===== config.mk =====
export PLATFORM = sky130hd
export DESIGN_NAME = booth_mul4
export DESIGN_NICKNAME = d
export VERILOG_FILES = /design/src/rtl/mul_pkg.sv /design/src/rtl/adder.sv /design/src/rtl/booth_mul4.sv
export SDC_FILE = /design/constraint.sdc
export NUM_CORES = 1
export LEC_CHECK = 0
export ABC_AREA = 1
export CAP_MARGIN = 30
export CELL_PAD_IN_SITES_DETAIL_PLACEMENT = 1
export CELL_PAD_IN_SITES_GLOBAL_PLACEMENT = 1
export CORE_UTILIZATION = 45
export DETAILED_ROUTE_END_ITERATION = 7
export DONT_BUFFER_PORTS = 1
export GPL_TIMING_DRIVEN = 0
export PLACE_DENSITY = 0.83
export SYNTH_ARGS = -nofsm -noshare
export SYNTH_HDL_FRONTEND = slang
export SYNTH_HIERARCHICAL = 1
export SYNTH_SLANG_ARGS = --single-unit

===== constraint.sdc =====
create_clock -name clk -period 2.9 [get_ports clk]
set_input_delay 0.435 -clock clk [delete_from_list [all_inputs] [get_ports clk]]
set_output_delay 0.435 -clock clk [all_outputs]
set_load 0.02 [all_outputs]

===== src/rtl/mul_pkg.sv =====
// mul_pkg: shared state encoding and Booth pair codes for the multiplier
package mul_pkg;
  localparam logic [1:0] S_IDLE = 2'd0;
  localparam logic [1:0] S_CALC = 2'd1;
  localparam logic [1:0] S_DONE = 2'd2;
  localparam logic [1:0] BOOTH_ADD = 2'b01;
  localparam logic [1:0] BOOTH_SUB = 2'b10;
  typedef enum logic [1:0] {IDLE = S_IDLE, CALC = S_CALC, DONE = S_DONE} state_t;
endpackage


===== src/rtl/adder.sv =====
// adder: 4-bit combinational add/subtract stage with carry, zero and signed overflow flags
module adder (
  input  logic [3:0] A,
  input  logic [3:0] B,
  input  logic       addsub,
  output logic [3:0] F,
  output logic       cf,
  output logic       zero,
  output logic       of
);
  logic [3:0] bx;
  assign bx = B ^ {4{addsub}};
  assign {cf, F} = {1'b0, A} + {1'b0, bx} + {4'b0, addsub};
  assign zero = F == 4'd0;
  assign of = (A[3] == bx[3]) && (F[3] != A[3]);
endmodule


===== src/rtl/booth_mul4.sv =====
// booth_mul4: sequential signed 4x4 radix-2 Booth multiplier, one step per clock on the shared adder
module booth_mul4
  import mul_pkg::*;
#(
  parameter int N  = 4,
  parameter int CW = 3
) (
  input  logic           clk,
  input  logic           rst_n,
  input  logic           start,
  input  logic [N-1:0]   a,
  input  logic [N-1:0]   b,
  output logic           busy,
  output logic           done,
  output logic [2*N-1:0] product,
  output logic           zero
);
  state_t state_q;
  logic [N-1:0] acc_q, q_q, m_q, acc_d, q_d, f;
  logic [CW-1:0] count_q;
  logic [2*N-1:0] product_q;
  logic q1_q, busy_q, done_q, zero_q, of, s;
  logic cf_unused, zero_unused;
  logic [1:0] pair;
  assign pair = {q_q[0], q1_q};
  adder u_adder (
    .A(acc_q),
    .B((pair == BOOTH_ADD || pair == BOOTH_SUB) ? m_q : '0),
    .addsub(pair == BOOTH_SUB),
    .F(f),
    .cf(cf_unused),
    .zero(zero_unused),
    .of(of)
  );
  // F[3] alone is the wrong sign when ACC-M overflows (M=-8); use the 5-bit result sign
  assign s = f[N-1] ^ of;
  assign acc_d = {s, f[N-1:1]};
  assign q_d = {f[0], q_q[N-1:1]};
  always_ff @(posedge clk or negedge rst_n) begin
    if (!rst_n) begin
      state_q <= IDLE;
      acc_q <= '0;
      q_q <= '0;
      q1_q <= 1'b0;
      m_q <= '0;
      count_q <= '0;
      busy_q <= 1'b0;
      done_q <= 1'b0;
      product_q <= '0;
      zero_q <= 1'b0;
    end else if (state_q == CALC) begin
      acc_q <= acc_d;
      q_q <= q_d;
      q1_q <= q_q[0];
      count_q <= count_q + CW'(1);
      if (count_q == CW'(N - 1)) begin
        product_q <= {acc_d, q_d};
        zero_q <= {acc_d, q_d} == '0;
        busy_q <= 1'b0;
        done_q <= 1'b1;
        state_q <= DONE;
      end
    end else begin
      done_q <= 1'b0;
      if (start) begin
        m_q <= a;
        q_q <= b;
        acc_q <= '0;
        q1_q <= 1'b0;
        count_q <= '0;
        busy_q <= 1'b1;
        state_q <= CALC;
      end else begin
        state_q <= IDLE;
      end
    end
  end
  assign busy = busy_q;
  assign done = done_q;
  assign product = product_q;
  assign zero = zero_q;
endmodule


==> impl_metrics.tcl <==
set metrics [dict create \
    post-route-period-util 0.9033 \
    worstReg2RegStart "q_q[0]$_DFFE_PN0P_" \
    cp_data_required_time_ns 3.15 \
    yosys_warnings 6 \
    overflow 0 \
    fmax_ghz 0.3817 \
    worstRegToRegCells 15 \
    wl_um 2904 \
    post-route-min-period_ns 2.620 \
    track_usage 0.1979 \
    dpl.hpwl_um 2298 \
    cp-end-kind "flop" \
    numCtsBuffers 3 \
    worstMarginPinSlew_ns 0.4490 \
    core_mm2 0.003078 \
    setup_viol 0 \
    grt_pass1_vias 1190 \
    drive_gt1_frac 0.1834 \
    dr_total_vias 1051 \
    dr.pass1.iters 2 \
    drtIter0Drc 20 \
    area_growth_pct 9.402 \
    tns_ns 0 \
    post_drt_wl_per_cell_um 13.63 \
    finalClockSkew_ns 0.007058 \
    viasPerCell 4.934 \
    nets 189 \
    criticalPathCategory "flop to flop" \
    grt_pass1_wl_um 5016 \
    syn_area_mm2 0.001464 \
    gp_congestion 0.7687 \
    rsz0062_at_grt "false" \
    num_rows 20 \
    r2r_slack_ns 0.28 \
    cts.reportedPaths.clkPinSlew_ns 0.16 \
    worstPathMaxFanout 4 \
    ant_nets 0 \
    initial_core_util 0.4756 \
    fillCellCount 375 \
    ctsLongestPathBuffers 2 \
    hold_viol_final 0 \
    clockRootBuffer "clkbuf_4" \
    critical_path.startpoint_type "flop" \
    drcViolationCount 0 \
    cts_max_level 1 \
    postSynthCellCount 163 \
    min-delay-start "b[0]" \
    hold_depth 2 \
    clock_latency_ns 0.33 \
    grt_max_degree 29 \
    r2r-end "acc_q[3]$_DFFE_PN0P_" \
    dieHeight_um 59.04 \
    slew_viol_final 0 \
    fp.dieW_um 59.04 \
    regArea_um2 700.7 \
    pin_count 22 \
    worstHoldPathType "primary input to flop" \
    multi_input_area_um2 639.4 \
    status "completed" \
    drv_cap 0 \
    portBuffers 0 \
    cts_resized 0 \
    antenna_cells 0 \
    die_area_mm2 0.003485 \
    worstHoldEndpoint "q_q[0]$_DFFE_PN0P_" \
    clock_sinks 28 \
    avgSynthCellArea_um2 8.981 \
    syn_nets 182 \
    grt_antenna_before_repair 0 \
    slew_headroom 0.6995 \
    cts_tree "built" \
    arrival_ns 2.87 \
]
==> worst max-delay path, cell delays in order, from the launching register on <==
cell     delay, ns
dfrtp_1       0.44
ha_1          0.36
nor2_1        0.14
xor2_1        0.28
ha_1          0.29
nand2_1       0.06
inv_1         0.05
nand3_2       0.09
nand2_2       0.07
nand2_1       0.08
nand2_1       0.06
nor2_1        0.08
inv_1         0.04
ha_1          0.26
inv_1         0.06
o21ai_0       0.20
==> through the flow <==
stage               hold slack, ns  setup slack, ns    util  cells  area, µm²
detailed placement          0.1400           0.3409  0.4935    207       1519
global route                0.1969          0.03318  0.5203    213       1602
finish                      0.2189           0.2804  0.5203    213       1602
floorplan                   0.1394           0.6113       -    163       1464
CTS                         0.2108           0.2441  0.5203    213       1602
global placement            0.1400           0.4749  0.4935    207       1519
==> layer usage <==
metal	global-route usage	up-vias	wire length (µm)
met5	0	-	0
met4	0.1190	0	64
met3	0.03057	8	89
met2	0.3604	26	1510
met1	0.2152	501	1239
li1	-	516	-
==> worst max-delay path by stage <==
| stage | start | to | slack [ns] |
|---|---|---|---|
| global placement | q_q[0]$_DFFE_PN0P_ | acc_q[3]$_DFFE_PN0P_ | 0.47 |
| detailed placement | q_q[0]$_DFFE_PN0P_ | acc_q[3]$_DFFE_PN0P_ | 0.34 |
| finish | q_q[0]$_DFFE_PN0P_ | acc_q[3]$_DFFE_PN0P_ | 0.28 |
| floorplan | q_q[0]$_DFFE_PN0P_ | acc_q[3]$_DFFE_PN0P_ | 0.61 |
| global route | q_q[0]$_DFFE_PN0P_ | acc_q[3]$_DFFE_PN0P_ | 0.03 |
| CTS | q_q[0]$_DFFE_PN0P_ | acc_q[3]$_DFFE_PN0P_ | 0.24 |
==> final cells by class <==
class                   instances  area share
multi-input cells             107      0.3992
plain buffers                   3     0.01875
well taps                      44     0.03437
clock buffers                   3     0.01406
repair buffers                  2     0.01875
flip-flops and latches         28      0.4375
inverters                      25     0.05859
clock inverters                 1     0.01875
==> layout by cell type, fill, tap and decap left out <==
cell,n
buf_4,1
dlygate4sd3_1,1
nor2_1,13
nand3_1,10
o21ai_1,5
xnor2_1,1
buf_12,1
a21oi_2,1
inv_2,3
xor2_1,3
nand2_1,41
dfrtp_1,28
nor2_4,2
a21oi_1,1
nand2_2,4
and2_1,1
ha_1,7
o21ai_0,3
clkbuf_4,3
nor2_8,1
o21ai_2,8
bufinv_16,1
inv_1,22
fa_1,1
o22ai_1,1
and2_2,1
nand3_2,1
buf_6,2
nand2_4,2
==> sequential cells by signal (all words and copies together) (netlist names) <==
register / flops
acc_q: 4
busy: 1
count_q: 3
done: 1
m_q: 4
product: 8
q1_q: 1
q_q: 4
state_q: 1
zero: 1
==> timing repair <==
item                                   4_1_cts  5_1_grt
endpoints found under the hold margin       28        0
setup buffers                                0        0
hold buffers                                 2        0
Power is not shown: default switching activity piles up to over one toggle a cycle in this logic, so the estimate is an artifact.
